==> src/rtl/blink_sequencer.sv <==
// blink_sequencer: divided-clock pattern player for LEDs / slow IO.
// A prescaler turns clk into ticks while playing. A small step table
// (level + duration in ticks) is written through cfg_* while idle, then
// played out on `out` after `start`.
// Optional feature macro: BLINK_SEQ_LOOP_EN. When it is defined, a high `loop`
// at the ending tick restarts the table from entry 0 without a done pulse.
// When it is not defined, `loop` is ignored.
module blink_sequencer #(
  parameter int COUNT_WIDTH = 24,
  parameter int PRESCALE    = 6000000-1,
  parameter int ADDR_WIDTH  = 2,
  parameter int DUR_WIDTH   = 8
) (
  input  logic                  clk,
  input  logic                  rst,
  input  logic                  cfg_we,
  input  logic [ADDR_WIDTH-1:0] cfg_addr,
  input  logic [DUR_WIDTH:0]    cfg_data,
  input  logic                  start,
  input  logic                  stop,
  input  logic                  loop,
  output logic                  out,
  output logic                  busy,
  output logic                  done,
  output logic [ADDR_WIDTH-1:0] step
);
  localparam int STEPS = 2**ADDR_WIDTH;
  localparam logic [COUNT_WIDTH:0]  PRESC_MAX = (COUNT_WIDTH+1)'(PRESCALE);
  localparam logic [ADDR_WIDTH-1:0] LAST_STEP = ADDR_WIDTH'(STEPS-1);
  localparam logic [DUR_WIDTH-1:0]  DUR_ONE   = DUR_WIDTH'(1);

  typedef enum logic [1:0] {S_IDLE, S_RUN, S_DONE} state_t;

  state_t                state_q, state_d;
  logic                  out_q, out_d;
  logic [ADDR_WIDTH-1:0] step_q, step_d;
  logic [DUR_WIDTH-1:0]  rem_q, rem_d;
  logic [COUNT_WIDTH:0]  presc_q, presc_d;
  logic [DUR_WIDTH:0]    table_q [STEPS];

  logic                  tick;
  logic                  seq_end;
  logic [ADDR_WIDTH-1:0] next_idx;
  logic [DUR_WIDTH:0]    entry0;
  logic [DUR_WIDTH:0]    next_entry;

  assign tick       = (presc_q == PRESC_MAX);
  assign next_idx   = step_q + 1'b1;
  assign entry0     = table_q[0];
  assign next_entry = table_q[next_idx];

`ifndef BLINK_SEQ_LOOP_EN
  // Repeat requests have no effect in this build.
  logic unused_loop;
  assign unused_loop = loop;
`endif

  // Step table: writable only outside RUN so a playing pattern never changes.
  always_ff @(posedge clk or posedge rst) begin
    if (rst) begin
      for (int i = 0; i < STEPS; i++) table_q[i] <= '0;
    end else if (cfg_we && (state_q != S_RUN)) begin
      table_q[cfg_addr] <= cfg_data;
    end
  end

  // State, output and counter registers.
  always_ff @(posedge clk or posedge rst) begin
    if (rst) begin
      state_q <= S_IDLE;
      out_q   <= 1'b0;
      step_q  <= '0;
      rem_q   <= '0;
      presc_q <= '0;
    end else begin
      state_q <= state_d;
      out_q   <= out_d;
      step_q  <= step_d;
      rem_q   <= rem_d;
      presc_q <= presc_d;
    end
  end

  // Next-state logic: start/stop handling, tick counting, step advance and end of sequence.
  always_comb begin
    state_d = state_q;
    out_d   = out_q;
    step_d  = step_q;
    rem_d   = rem_q;
    presc_d = presc_q;
    seq_end = 1'b0;
    case (state_q)
      S_RUN: begin
        if (stop) begin
          // An abort wins over a tick in the same cycle.
          state_d = S_IDLE;
          out_d   = 1'b0;
          step_d  = '0;
          rem_d   = '0;
          presc_d = '0;
        end else if (tick) begin
          presc_d = '0;
          if (rem_q > DUR_ONE) begin
            rem_d = rem_q - DUR_ONE;
          end else if ((step_q == LAST_STEP) || (next_entry[DUR_WIDTH-1:0] == '0)) begin
            seq_end = 1'b1;
          end else begin
            // Load the next step on the same edge, so the pattern has no gap cycle.
            step_d = next_idx;
            out_d  = next_entry[DUR_WIDTH];
            rem_d  = next_entry[DUR_WIDTH-1:0];
          end
        end else begin
          presc_d = presc_q + 1'b1;
        end
        if (seq_end) begin
          state_d = S_DONE;
          out_d   = 1'b0;
          step_d  = '0;
`ifdef BLINK_SEQ_LOOP_EN
          // Restart from entry 0 without leaving RUN. An empty entry 0 still ends normally.
          if (loop && (entry0[DUR_WIDTH-1:0] != '0)) begin
            state_d = S_RUN;
            out_d   = entry0[DUR_WIDTH];
            rem_d   = entry0[DUR_WIDTH-1:0];
          end
`endif
        end
      end
      default: begin
        // S_IDLE and S_DONE: DONE lasts one cycle and start is accepted in either state.
        state_d = S_IDLE;
        presc_d = '0;
        if (start) begin
          step_d = '0;
          if (entry0[DUR_WIDTH-1:0] == '0) begin
            state_d = S_DONE;
            out_d   = 1'b0;
          end else begin
            state_d = S_RUN;
            out_d   = entry0[DUR_WIDTH];
            rem_d   = entry0[DUR_WIDTH-1:0];
          end
        end
      end
    endcase
  end

  assign out  = out_q;
  assign busy = (state_q == S_RUN);
  assign done = (state_q == S_DONE);
  assign step = step_q;

endmodule

==> config.mk <==
export PLATFORM = sky130hd
export DESIGN_NAME = blink_sequencer
export DESIGN_NICKNAME = d
export VERILOG_FILES = /design/src/rtl/blink_sequencer.sv
export SDC_FILE = /design/constraint.sdc
export NUM_CORES = 1
export LEC_CHECK = 0
export CAP_MARGIN = 10
export CORE_MARGIN = 2
export CORE_UTILIZATION = 55
export CTS_CLUSTER_DIAMETER = 50
export CTS_CLUSTER_SIZE = 10
export DETAILED_ROUTE_END_ITERATION = 10
export PLACE_DENSITY = 0.74
export REMOVE_ABC_BUFFERS = 1
export SETUP_SLACK_MARGIN = 0.3
export SKIP_LAST_GASP = 1
export SYNTH_ARGS = -nofsm -noshare
export SYNTH_HDL_FRONTEND = slang
export SYNTH_SLANG_ARGS = --single-unit
==> constraint.sdc <==
create_clock -name clk -period 3 [get_ports clk]
set_clock_uncertainty 0.2 [all_clocks]
set_input_delay 0.6 -clock clk [delete_from_list [all_inputs] [get_ports clk]]
set_output_delay 0.6 -clock clk [all_outputs]
set_load 0.01 [all_outputs]
**After elaboration in Yosys (flattened, before gate mapping)**

Cells that the tools add are included.

- $lt $le $gt $ge: 4
- Add/sub/neg operators: 3
- Equality and inequality tests: 12
- Muxes and demuxes: 41
- Reductions and logical operators: 8
- Bitwise gates (word level): 2

Operators by type and width:

| cell | number |
|---|---|
| two-way mux 25 bit | 3 |
| two-way mux 8 bit | 7 |
| bitwise mux 36 bit | 1 |
| two-way mux 9 bit | 3 |
| adder 25 x 1 -> 25 bit (second input constant) | 1 |
| equality test 25 x 23 -> 1 bit (second input constant) | 1 |
| two-way mux 2 bit | 12 |
| binary-select mux 9 bit (select 2 bit) | 1 |
| demux 9 bit (select 2 bit) | 1 |
| zero test 8 bit | 2 |
| two-way mux 1 bit | 13 |
| greater-than comparator 8 x 1 -> 1 bit (second input constant) | 1 |
| inequality test 4 x 3 -> 1 bit (second input constant) | 2 |
| AND reduction 4 bit | 2 |
| subtractor 8 x 1 -> 8 bit (second input constant) | 1 |
| greater-or-equal comparator 3 bit (second input constant) | 2 |
| inequality test 3 x 2 -> 1 bit (second input constant) | 2 |
| NOT 2 -> 3 bit | 2 |
| equality test 2 bit (second input constant) | 2 |
| inequality test 4 x 2 -> 1 bit (second input constant) | 1 |
| inequality test 4 bit (second input constant) | 1 |
| less-than comparator 3 x 1 -> 1 bit (second input constant) | 1 |
| adder 2 x 1 -> 2 bit (second input constant) | 1 |
| equality test 2 x 1 -> 1 bit (second input constant) | 1 |
| 5 further kinds | 6 |

- Register bits: 74

**Depth between registers and ports, before layout**

- Word-level depth: 14
- Mapped depth: 8
- Depth with buffers taken out: 7

**Worst setup path before layout**

No wires, ideal clock.

- Kind: reg-to-reg
- Start point: register step_q[0], in the netlist step[0]
- End point: register rem_q[5]
- Arrival time: 2,379 ps
- Path slack: 294 ps
- Buffers on the path: 1
- Cell stages (with the launch flop): 8
- Library setup time: 128 ps
- Cells stage by stage: dfrtp_1 > ha_1 > buf_4 > mux4_2 > nor4_4 > nand2_2 > o2111ai_2 > mux2_1

- Word-level cells in the longest chain between the ends: 10

RTL lines:

| element | RTL line | source |
|---|---|---|
| start: declaration | 36 | `logic [ADDR_WIDTH-1:0] step_q, step_d;` |
| start signal: assignment | 78 | `step_q <= step_d;` |
| branches (longest 10 deep; another with adder 2 x 1 -> 2 bit) | -- |  |
| end signal: assignment | 79 | `rem_q <= rem_d;` |
| end: declaration | 37 | `logic [DUR_WIDTH-1:0] rem_q, rem_d;` |

Parallel ways; which one is timed is not known. The select of a mux whose other input is x is not followed.
A chain may end at the register's enable or synchronous reset.

**Final worst setup path**

Ends and elaborated chain as after synthesis.

==> out/qor.yml <==
status: "completed"
synth_commonest_cells: "74 x dfrtp_1, 36 x mux2_2, 35 x nor2_1"
dp_hpwl_mm: 6.27
drc: 0
antenna_found_initial: 0
chipHeight_um: 88.2
grt_max_degree: 40
worst_pin_slew_ns: 0.587
irDropWorstVdd_mv: 0.505
timing.fmax_mhz: 385
cp_max_fo: 5
cp_slowest_stage_delay_ns: 0.42
hold_viol: 0
dp.cells: 467
yosysTopAreaCell: "dfrtp_1"
postSynth.asyncResetShare_pct: 100
track_usage_pct: 24.4
setup_viol: 0
cts_buffers: 9
nNetsFinal: 404
min_from: "presc_q[0]$_DFF_PP0_"
multiInputGateArea_um2: 1960
clockRootBuffer: "clkbuf_8"
fill_cells: 559
synth_edf_count: 0
start_util_pct: 57.0
p_sw_mw: 1.10
fin_setup_tns_ns: 0
worstSkewPairLatency_ns: 0.35
switching_share_pct: 32.9
finalNonFillerCells: 484
setup_ws_ns: 0.405
layout_min_cycle_time_ns: 2.60
drt-pass1-iter-count: 4
dr.first_iter.drc_count: 210
intPower_mw: 2.24
ff2ff_path_depth: 7
routed_wirelength_mm: 8.60
antennaDiodeCount: 0
end_kind: "flop"
p_comb_share_pct: 31.3
maxSlewViolCount: 0
rsz0062_at_grt: "false"
critPathLaunchType: "flop"
io_pins: 22
cts_sinks: 74
cts_max_level: 3
coreArea_um2: 6830
cts_buffer_depth: 2
r2r_start: "step[0]$_DFFE_PP0P_"
syn_area_um2: 3890
regArea_um2: 1850
grt_pass1_wl_mm: 14.4
relSlewSlack_pct: 60.8
fin_crit_sh_pct: 86.5
vias: 2885
clk_pin_slew_ns: 0.08
io_buffers: 20
grt-ovfl-total: 0
drive_gt1_share_pct: 20.1
r2r-end: "rem_q[5]$_DFFE_PP0P_"
slowest_stage: "dfrtp_1"
dp_worst_setup_slack_ns: 0.308
holdWs_ns: 0.284
cp.required_ns: 3.02
yosysMostFrequentCell: "dfrtp_1"
p_seq_share_pct: 43.7
synthDominantCellAreaShare_pct: 47.5
power_leakage_nw: 1.77
maxCapViolCount: 0
rows: 30
grt_pass1_vias: 2963
ys_warn_count: 0
cp_cell_sequence: "ha_4, buf_4, mux4_2, nor4_4, nand2_2, o2111ai_2, mux2_1"
wl_per_cell_um: 17.8
cts_hold_buffers: 0
power_density_nw_per_um2: 743
min_path_type: "reg2reg"
cts_tree: "done"
synth_area_leaders: "dfrtp_1 48%, mux2_2 10%, nor2_1 3.4%"
ys_seq_area_share_pct: 47.5
ys_ff_latch: 74
holdPathStages: 1
synth_flop_cell: "dfrtp_1"
area_growth_syn_to_layout_pct: 15.3
worstPathArrival_ns: 2.62
die_w_um: 88.2
clockPowerShare_pct: 25.0
yosysUniqueCellTypes: 55
die_area_um2: 7770
critical_path_class: "reg2reg"
synthCells: 351
hold_end: "presc_q[0]$_DFF_PP0_"
viasPerCell: 5.96
place.gp.congestion: 0.921
reg2reg_slack_ns: 0.40
ant_nets: 0
synth_area_per_cell_um2: 11.1
per-layer routing:
metal / vias up / track usage [%] / wire length (um)
met5: - / 0 / 0
met4: 0 / 8.68 / 107
met3: 9 / 4.05 / 285
met2: 62 / 42.4 / 4420
met1: 1440 / 31.1 / 3790
li1: 1374 / - / -
power by group through the flow:
| stage | Sequential, mW | Clock (mW) | Combinational (mW) |
|---|---|---|---|
| 6_report | 1.46 | 0.834 | 1.04 |
| 5_1_grt | 1.49 | 0.894 | 1.15 |
| 4_1_cts | 1.46 | 0.847 | 1.04 |
| 3_5_place_dp | 1.47 | 0 | 1.03 |
| 3_3_place_gp | 1.46 | 0 | 1.01 |
| 2_1_floorplan | 1.40 | 0 | 0.758 |
state kept, by name, indices dropped and copies added, names as in the netlist:
register	cells
table_q	27
step	2
presc_q	25
state_q	2
rem_q	8
out	1
entry0	9
timing repair:
action | 4_1_cts | 5_1_grt
endpoints found under the setup margin | 1 | 3
gates resized for setup | 1 | 2
pin swaps | 0 | 2
hold endpoints to repair | 0 | 0
buffers inserted | 0 | 1
cell families (layout without fill, tap and decap cells):
logic type / count (synthesis) / count (layout) / synth area share, %
simple gates: 135 / 135 / 18.6
mux: 47 / 47 / 16.5
fa+ha+maj: 4 / 4 / 1.28
xor+xnor: 21 / 21 / 4.72
flops: 74 / 74 / 47.5
compound gates: 48 / 48 / 8.83
buf+inv: 22 / 59 / 2.51
worst max-delay path by stage:
stage | from | endpoint | slack (ns) | cells after the start
5_1_grt | step[0]$_DFFE_PP0P_ | rem_q[5]$_DFFE_PP0P_ | 0.31 | 7
3_3_place_gp | step[1]$_DFFE_PP0P_ | rem_q[5]$_DFFE_PP0P_ | 0.32 | 7
4_1_cts | step[1]$_DFFE_PP0P_ | rem_q[5]$_DFFE_PP0P_ | 0.32 | 6
6_report | step[0]$_DFFE_PP0P_ | rem_q[5]$_DFFE_PP0P_ | 0.40 | 7
2_1_floorplan | presc_q[7]$_DFF_PP0_ | rem_q[5]$_DFFE_PP0P_ | -0.03 | 5
3_5_place_dp | step[1]$_DFFE_PP0P_ | rem_q[5]$_DFFE_PP0P_ | 0.31 | 7
placed cells by master (no fill, tap or decap), types with 3 or more instances in the layout:
cell type and n:
and2_1 3, clkbuf_8 9, ha_1 3, dfrtp_1 74, nand3_1 14, mux2_2 36, nand2_1 23, buf_4 11
mux4_2 6, mux4_1 3, a21oi_1 7, nor3_1 13, and4_1 5, xor2_1 6, nor4_1 10, o22ai_1 4
nor2_1 35, nand4_1 10, o2bb2ai_1 6, clkdlybuf4s50_1 20, inv_1 9, nand2b_1 4, o21ai_0 10, or3_1 4
xnor2_1 15, a221oi_1 3
worst max-delay path: cells and delay by family (launching register included):
family,cells,cell delay [ns]
mux,2,0.70
simple gates,2,0.47
flops,1,0.42
fa+ha+maj,1,0.30
compound gates,1,0.24
buf+inv,1,0.14
through the flow:
stage | util [%] | instance area (um^2) | power (mW)
floorplan | - | 3830 | 2.16
global placement | 62.4 | 4260 | 2.46
detailed placement | 62.4 | 4260 | 2.51
CTS | 65.4 | 4470 | 3.34
global route | 65.8 | 4490 | 3.54
finish | 65.8 | 4490 | 3.34
area by class of cell:
type | count | share of cell area [%]
sequential | 74 | 41.2
inverter | 10 | 0.836
clock inverter | 5 | 1.75
clock buffer | 11 | 2.92
tap | 96 | 2.67
multi-input combinational | 255 | 43.6
timing repair buffer | 33 | 6.99
Note: power is estimated with default switching activity, not from simulation.
